## src/rtl/cpu_sequencer_pkg.sv

```systemverilog
// Shared definitions for the cpu_sequencer control unit.
// Holds the state encoding, opcode constants, SelAcc and SelPC encodings,
// and the packed strobe word that ctrl_decode returns for an EXECUTE cycle.
package cpu_sequencer_pkg;

    typedef enum logic [2:0] {
        ST_IDLE    = 3'd0,
        ST_FETCH   = 3'd1,
        ST_DECODE  = 3'd2,
        ST_EXECUTE = 3'd3,
        ST_HALT    = 3'd4
    } state_t;

    localparam logic [3:0] OP_NOP     = 4'b0000;
    localparam logic [3:0] OP_ADD     = 4'b0001;
    localparam logic [3:0] OP_SUB     = 4'b0010;
    localparam logic [3:0] OP_NOR     = 4'b0011;
    localparam logic [3:0] OP_LDA_REG = 4'b0100;
    localparam logic [3:0] OP_STA_REG = 4'b0101;
    localparam logic [3:0] OP_JZ_REG  = 4'b0110;
    localparam logic [3:0] OP_JZ_IMM  = 4'b0111;
    localparam logic [3:0] OP_JC_REG  = 4'b1000;
    localparam logic [3:0] OP_ILL_9   = 4'b1001;
    localparam logic [3:0] OP_JC_IMM  = 4'b1010;
    localparam logic [3:0] OP_SHL     = 4'b1011;
    localparam logic [3:0] OP_SHR     = 4'b1100;
    localparam logic [3:0] OP_LDA_IMM = 4'b1101;
    localparam logic [3:0] OP_ILL_E   = 4'b1110;
    localparam logic [3:0] OP_HALT    = 4'b1111;

    localparam logic [1:0] SEL_ACC_ALU = 2'b00;
    localparam logic [1:0] SEL_ACC_REG = 2'b01;
    localparam logic [1:0] SEL_ACC_IMM = 2'b10;

    localparam logic SEL_PC_REG = 1'b0;
    localparam logic SEL_PC_IMM = 1'b1;

    // Datapath strobes that depend on the latched instruction.
    typedef struct packed {
        logic       load_pc;
        logic       sel_pc;
        logic       load_reg;
        logic       load_acc;
        logic [1:0] sel_acc;
        logic [3:0] sel_alu;
    } exec_strb_t;

endpackage

```

## src/rtl/cpu_sequencer_ctrl_decode.sv

```systemverilog
// ctrl_decode: combinational map of latched (op, z, c) to EXECUTE strobes.
// Ports: op/z/c in (latched instruction and flags); strb out (strobe word),
// illegal out (opcode has no defined behaviour). Selects are 0 unless load_acc.
module ctrl_decode
    import cpu_sequencer_pkg::*;
(
    input  logic [3:0] op,
    input  logic       z,
    input  logic       c,
    output exec_strb_t strb,
    output logic       illegal
);

    always_comb begin
        strb    = '0;
        illegal = 1'b0;
        case (op)
            OP_ADD, OP_SUB, OP_NOR, OP_SHL, OP_SHR: begin
                strb.load_acc = 1'b1;
                strb.sel_acc  = SEL_ACC_ALU;
                strb.sel_alu  = op;
            end
            OP_LDA_REG: begin
                strb.load_acc = 1'b1;
                strb.sel_acc  = SEL_ACC_REG;
            end
            OP_LDA_IMM: begin
                strb.load_acc = 1'b1;
                strb.sel_acc  = SEL_ACC_IMM;
            end
            OP_STA_REG: strb.load_reg = 1'b1;
            OP_JZ_REG: if (z) begin
                strb.load_pc = 1'b1;
                strb.sel_pc  = SEL_PC_REG;
            end
            OP_JZ_IMM: if (z) begin
                strb.load_pc = 1'b1;
                strb.sel_pc  = SEL_PC_IMM;
            end
            OP_JC_REG: if (c) begin
                strb.load_pc = 1'b1;
                strb.sel_pc  = SEL_PC_REG;
            end
            OP_JC_IMM: if (c) begin
                strb.load_pc = 1'b1;
                strb.sel_pc  = SEL_PC_IMM;
            end
            OP_ILL_9, OP_ILL_E: illegal = 1'b1;
            default: ;
        endcase
    end

endmodule

```

## src/rtl/cpu_sequencer.sv

```systemverilog
// cpu_sequencer: IDLE/FETCH/DECODE/EXECUTE/HALT instruction sequencer.
// Inputs: CLK, CLB (async reset), Run, Step, Opcode, Z, C.
// Outputs: datapath strobes, Halted/Busy/StepAck/IllegalOp, State, RetiredCount.
module cpu_sequencer
    import cpu_sequencer_pkg::*;
#(
    parameter int unsigned FETCH_WAIT = 0
) (
    input  logic       CLK,
    input  logic       CLB,
    input  logic       Run,
    input  logic       Step,
    input  logic [3:0] Opcode,
    input  logic       Z,
    input  logic       C,
    output logic       LoadIR,
    output logic       IncPC,
    output logic       SelPC,
    output logic       LoadPC,
    output logic       LoadReg,
    output logic       LoadAcc,
    output logic [1:0] SelAcc,
    output logic [3:0] SelALU,
    output logic       Halted,
    output logic       Busy,
    output logic       StepAck,
    output logic       IllegalOp,
    output logic [2:0] State,
    output logic [7:0] RetiredCount
);

    localparam logic [1:0] WAIT_LAST = 2'(FETCH_WAIT);

    state_t     state;
    logic [1:0] wait_cnt;
    logic [3:0] op_q;
    logic       z_q;
    logic       c_q;
    logic       step_mode;
    logic [7:0] retired;

    exec_strb_t dec_strb;
    logic       dec_illegal;
    logic       in_exec;
    logic       fetch_last;
    logic       end_of_instr;

    ctrl_decode u_ctrl_decode (
        .op      (op_q),
        .z       (z_q),
        .c       (c_q),
        .strb    (dec_strb),
        .illegal (dec_illegal)
    );

    assign in_exec    = (state == ST_EXECUTE);
    assign fetch_last = (state == ST_FETCH) && (wait_cnt == WAIT_LAST);
    // A NOP finishes in DECODE; the decision uses the opcode being latched
    // this cycle because op_q only takes it at the closing edge.
    assign end_of_instr = in_exec ||
                          ((state == ST_DECODE) && (Opcode == OP_NOP));

    always_ff @(posedge CLK or posedge CLB) begin
        if (CLB) begin
            state     <= ST_IDLE;
            wait_cnt  <= 2'd0;
            op_q      <= 4'd0;
            z_q       <= 1'b0;
            c_q       <= 1'b0;
            step_mode <= 1'b0;
            retired   <= 8'd0;
        end else begin
            case (state)
                ST_IDLE: begin
                    wait_cnt <= 2'd0;
                    if (Run) begin
                        state     <= ST_FETCH;
                        step_mode <= 1'b0;
                    end else if (Step) begin
                        state     <= ST_FETCH;
                        step_mode <= 1'b1;
                    end
                end
                ST_FETCH: begin
                    if (wait_cnt == WAIT_LAST) begin
                        state    <= ST_DECODE;
                        wait_cnt <= 2'd0;
                    end else begin
                        wait_cnt <= wait_cnt + 2'd1;
                    end
                end
                ST_DECODE: begin
                    op_q <= Opcode;
                    z_q  <= Z;
                    c_q  <= C;
                    if (Opcode == OP_HALT) begin
                        state <= ST_HALT;
                    end else if (Opcode != OP_NOP) begin
                        state <= ST_EXECUTE;
                    end
                end
                ST_EXECUTE: ;
                ST_HALT: ;
                default: state <= ST_IDLE;
            endcase

            // Instruction boundary; overrides the state chosen above.
            if (end_of_instr) begin
                retired <= retired + 8'd1;
                if (step_mode) begin
                    state     <= ST_IDLE;
                    step_mode <= 1'b0;
                end else if (Run) begin
                    state <= ST_FETCH;
                end else begin
                    state <= ST_IDLE;
                end
            end
        end
    end

    // Outputs decode only registered state (plus the NOP boundary for
    // StepAck), so a reset clears them without waiting for a clock edge.
    assign LoadIR       = fetch_last;
    assign IncPC        = fetch_last;
    assign LoadPC       = in_exec & dec_strb.load_pc;
    assign SelPC        = in_exec & dec_strb.sel_pc;
    assign LoadReg      = in_exec & dec_strb.load_reg;
    assign LoadAcc      = in_exec & dec_strb.load_acc;
    assign SelAcc       = in_exec ? dec_strb.sel_acc : 2'b00;
    assign SelALU       = in_exec ? dec_strb.sel_alu : 4'b0000;
    assign IllegalOp    = in_exec & dec_illegal;
    assign Halted       = (state == ST_HALT);
    assign Busy         = (state != ST_IDLE) && (state != ST_HALT);
    assign StepAck      = end_of_instr & step_mode;
    assign State        = state;
    assign RetiredCount = retired;

endmodule

```

## config.mk

```make
export PLATFORM = sky130hd
export DESIGN_NAME = cpu_sequencer
export DESIGN_NICKNAME = d
export VERILOG_FILES = /design/src/rtl/cpu_sequencer_pkg.sv /design/src/rtl/cpu_sequencer_ctrl_decode.sv /design/src/rtl/cpu_sequencer.sv
export SDC_FILE = /design/constraint.sdc
export NUM_CORES = 1
export LEC_CHECK = 0
export CAP_MARGIN = 20
export CORE_MARGIN = 5
export CORE_UTILIZATION = 35
export CTS_BUF_LIST = sky130_fd_sc_hd__clkbuf_4 sky130_fd_sc_hd__clkbuf_8 sky130_fd_sc_hd__clkbuf_16
export CTS_CLUSTER_DIAMETER = 50
export DETAILED_ROUTE_END_ITERATION = 12
export SKIP_LAST_GASP = 1
export SLEW_MARGIN = 10
export SYNTH_ARGS = -nofsm -noshare
export SYNTH_HDL_FRONTEND = slang
export SYNTH_SLANG_ARGS = --single-unit
```

## constraint.sdc

```tcl
create_clock -name CLK -period 2.6 [get_ports CLK]
set_clock_uncertainty 0.1 [all_clocks]
set_input_delay 0.26 -clock CLK [delete_from_list [all_inputs] [get_ports CLK]]
set_output_delay 0.26 -clock CLK [all_outputs]
set_load 0.05 [all_outputs]
```

==> results.py <==
metrics = {
    "run_status": {
        "outcome": "finished, final reports clean",
    },
    "floorplan": {
        "start_util_pct": 35.31,
        "core_sq_um": 3284,
        "rows": 21,
        "dieArea_sq_um": 4565,
        "die_h_microns": 67.57,
        "fp.dieW_microns": 67.57,
        "io_pins": 37,
    },
    "setup_path": {
        "r2r_cells": 3,
        "ff2ff_setup_slack_ns": 0.76,
        "worstPathArrival_ns": 2.08,
        "cp.required_ns": 2.24,
        "setup.worst_path.start_class": "flip-flop",
        "crit_path_end": "LoadIR",
        "cp_max_fo": 6,
        "rr_endpoint": "op_q[1]",
        "crit_type": "flip-flop to primary output",
        "startpoint": "State[2]",
        "cp-end-kind": "primary output",
        "r2r_start": "State[1]",
    },
    "clocking": {
        "post_cts_resized": 0,
        "htree_levels": 1,
        "cts_tree": "done",
        "cts_sinks": 20,
        "clockBufferDepth": 2,
        "post_cts_buffers": 0,
        "clk_latency_ns": 0.30,
        "cts-root-buf": "clkbuf_4",
        "postCtsHoldBufs": 0,
        "cts_made_buffers": 3,
        "path_clk_slew_ns": 0.12,
    },
    "power": {
        "vdd_drop_max_v": 0.0005830,
        "p_leak_nw": 0.7001,
        "p_per_area_nw_per_um2": 1231,
    },
    "flow_run": {
        "drv_cap": 0,
    },
    "yosys": {
        "synth_xor_area_share_pct": 5.286,
        "syn-num-nets": 135,
        "postSynth.asyncResetShare_pct": 100.0,
        "yosysSeqAreaShare_pct": 43.15,
        "netlist_area_sq_um": 1160,
        "synthCells": 122,
        "synth_area_leader_cell": "dfrtp_1",
        "synthTopCellsByArea": "dfrtp_1, mux2_2, nor2_1, xnor2_1, nor2b_1",
        "yosys_warnings": 0,
        "synth_compound_area_share_pct": 9.061,
        "synth_commonest_cells": "dfrtp_1, nor2_1, nand2_1",
        "ys_seq_elements": 20,
        "muxShareOfSynthArea_pct": 6.796,
        "synthesis.area_per_instance_sq_um": 9.507,
        "synth_adder_area_share_pct": 3.236,
        "synthSimpleGateAreaFrac_pct": 27.18,
        "netlist.area_leader.share_pct": 43.15,
        "synth_edf_count": 0,
        "yosys.cell_count.top_type": "dfrtp_1",
        "synth_top_family_by_area": "simple AND/OR/NAND/NOR gates",
        "synth_top_flop_cell": "dfrtp_1",
        "yosysUniqueCellTypes": 35,
    },
    "detailed_routing": {
        "drc": 0,
        "drt_pre_antenna_iters": 4,
        "via_per_inst": 4.841,
        "wl_microns": 2516,
        "num_vias": 973,
        "drtIter0Drc": 76,
        "wl_per_cell_microns": 12.52,
        "ant_nets": 0,
    },
    "finish": {
        "seq_area_sq_um": 500.5,
        "fillCellCount": 326,
        "multi_input_area_sq_um": 614.3,
        "num_antenna_cells": 0,
        "drive_gt1_share_pct": 18.06,
        "syn2layout_area_growth_pct": 38.40,
        "layout.nets": 169,
    },
    "timing": {
        "finalSetupViolCount": 0,
        "rsz0062_at_grt": "no",
        "slew_headroom_pct": 49.94,
        "worst_hold_slack_ns": 0.2714,
        "clock.fmax_mhz": 409.4,
        "fin_setup_tns_ns": 0,
        "post-route-period-util_pct": 93.95,
        "period_minus_slack_ns": 2.443,
        "finalMaxSlewViolations": 0,
        "hold_violations": 0,
        "tightest_slew_ns": 0.7501,
    },
    "grt": {
        "grt_max_degree": 21,
        "grt_pass1_wl_microns": 4284,
        "antenna_found_initial": 0,
        "grt-ovfl-total": 0,
        "grt_pass1_vias": 981,
        "gr-usage-all-layers_pct": 11.98,
    },
    "min_path": {
        "hold_path_class": "primary input to async pin",
    },
    "place": {
        "dpl.hpwl_microns": 1954,
        "place_congestion": 0.7723,
        "portBuffers": 36,
    },
}
flip-flops by register name (all words and copies together), names as in the netlist:
name          cells
RetiredCount      8
op_q              4
State             3
wait_cnt          2
c_q               1
step_mode         1
z_q               1
report_power, final:
part	internal, W	switching (W)	total, W	leakage, nW
combinational	0.000434	0.000672	0.00111	0.421
clock	0.000156	0.0000995	0.000255	0.0279
sequential	0.000422	0.000193	0.000615	0.251
total	0.00101	0.000964	0.00198	0.700
kinds of logic (layout without fill, tap and decap cells):
family | count (synthesis) | count (layout)
simple gates | 55 | 55
xor+xnor | 7 | 7
mux | 7 | 7
compound gates | 18 | 18
flops | 20 | 20
buf+inv | 12 | 45
fa+ha+maj | 3 | 3
area by class of cell:
| class | count | share of cell area, % |
|---|---|---|
| clock inverters | 1 | 1.871 |
| clock buffers | 3 | 1.403 |
| multi-input cells | 90 | 38.27 |
| flip-flops and latches | 20 | 31.18 |
| well taps | 46 | 3.585 |
| inverters | 4 | 0.9353 |
| repair buffers | 37 | 22.76 |
worst max-delay path: stages (launching register included):
cell,delay (ns)
dfrtp_1,0.48
nor2_1,0.25
and3_1,0.24
clkdlybuf4s50_1,0.82
per-stage QoR:
step | setup WS (ns) | utilization [%] | instances | power (W) | instance area (sq um)
after global placement | 0.3972 | 47.05 | 197 | 0.001723 | 1545
after CTS | 0.005801 | 48.65 | 201 | 0.001997 | 1598
final | 0.1572 | 48.88 | 201 | 0.001976 | 1605
after global routing | 0.02718 | 48.88 | 201 | 0.002112 | 1605
after detailed placement | 0.3546 | 47.05 | 197 | 0.001738 | 1545
after floorplan | 0.1665 | - | 122 | 0.001434 | 1176
routing by layer:
layer / share of wire, % / wire length, microns / global-route usage [%] / up-vias
met5: 0 / 0 / 0 / -
li1: - / - / - / 484
met1: 46 / 1162 / 14.92 / 458
met2: 47 / 1187 / 20.66 / 29
met3: 5.9 / 149 / 2.329 / 2
met4: 0.68 / 17 / 3.797 / 0
worst min-delay path by stage:
stage | slack [ns] | to | depth (start not counted)
detailed placement | 0.37 | RetiredCount[7] | 1
floorplan | 0.12 | RetiredCount[0] | 1
global placement | 0.36 | RetiredCount[7] | 1
finish | 0.27 | z_q | 2
CTS | 0.29 | RetiredCount[7] | 2
global route | 0.33 | RetiredCount[7] | 2
cell usage in the layout (no fill, tap or decap):
cell and n:
nor2b_1 7, xnor2_1 6, nor2b_4 1, o21bai_1 1, nor3_2 2, nor2_1 14
and3_1 3, clkdlybuf4s50_1 24, nand2_1 9, a211oi_1 1, clkbuf_4 3, nor4_4 1
dlymetal6s2s_1 3, nand3_1 3, nand4b_1 1, bufinv_16 1, nand3b_1 2, nor3b_1 1
nor4b_2 1, dfrtp_1 20, and2_2 1, buf_12 1, o311ai_0 1, mux2_2 7
xor2_1 1, o21a_1 1, or2_1 1, nor3_1 1, a31oi_1 1, ha_1 3
buf_4 9, a21oi_1 7, and4_2 1, and2_1 1, inv_1 4, a21o_1 1
o21ai_0 5, nand4_1 5
Power figures use the tool's default switching activity.
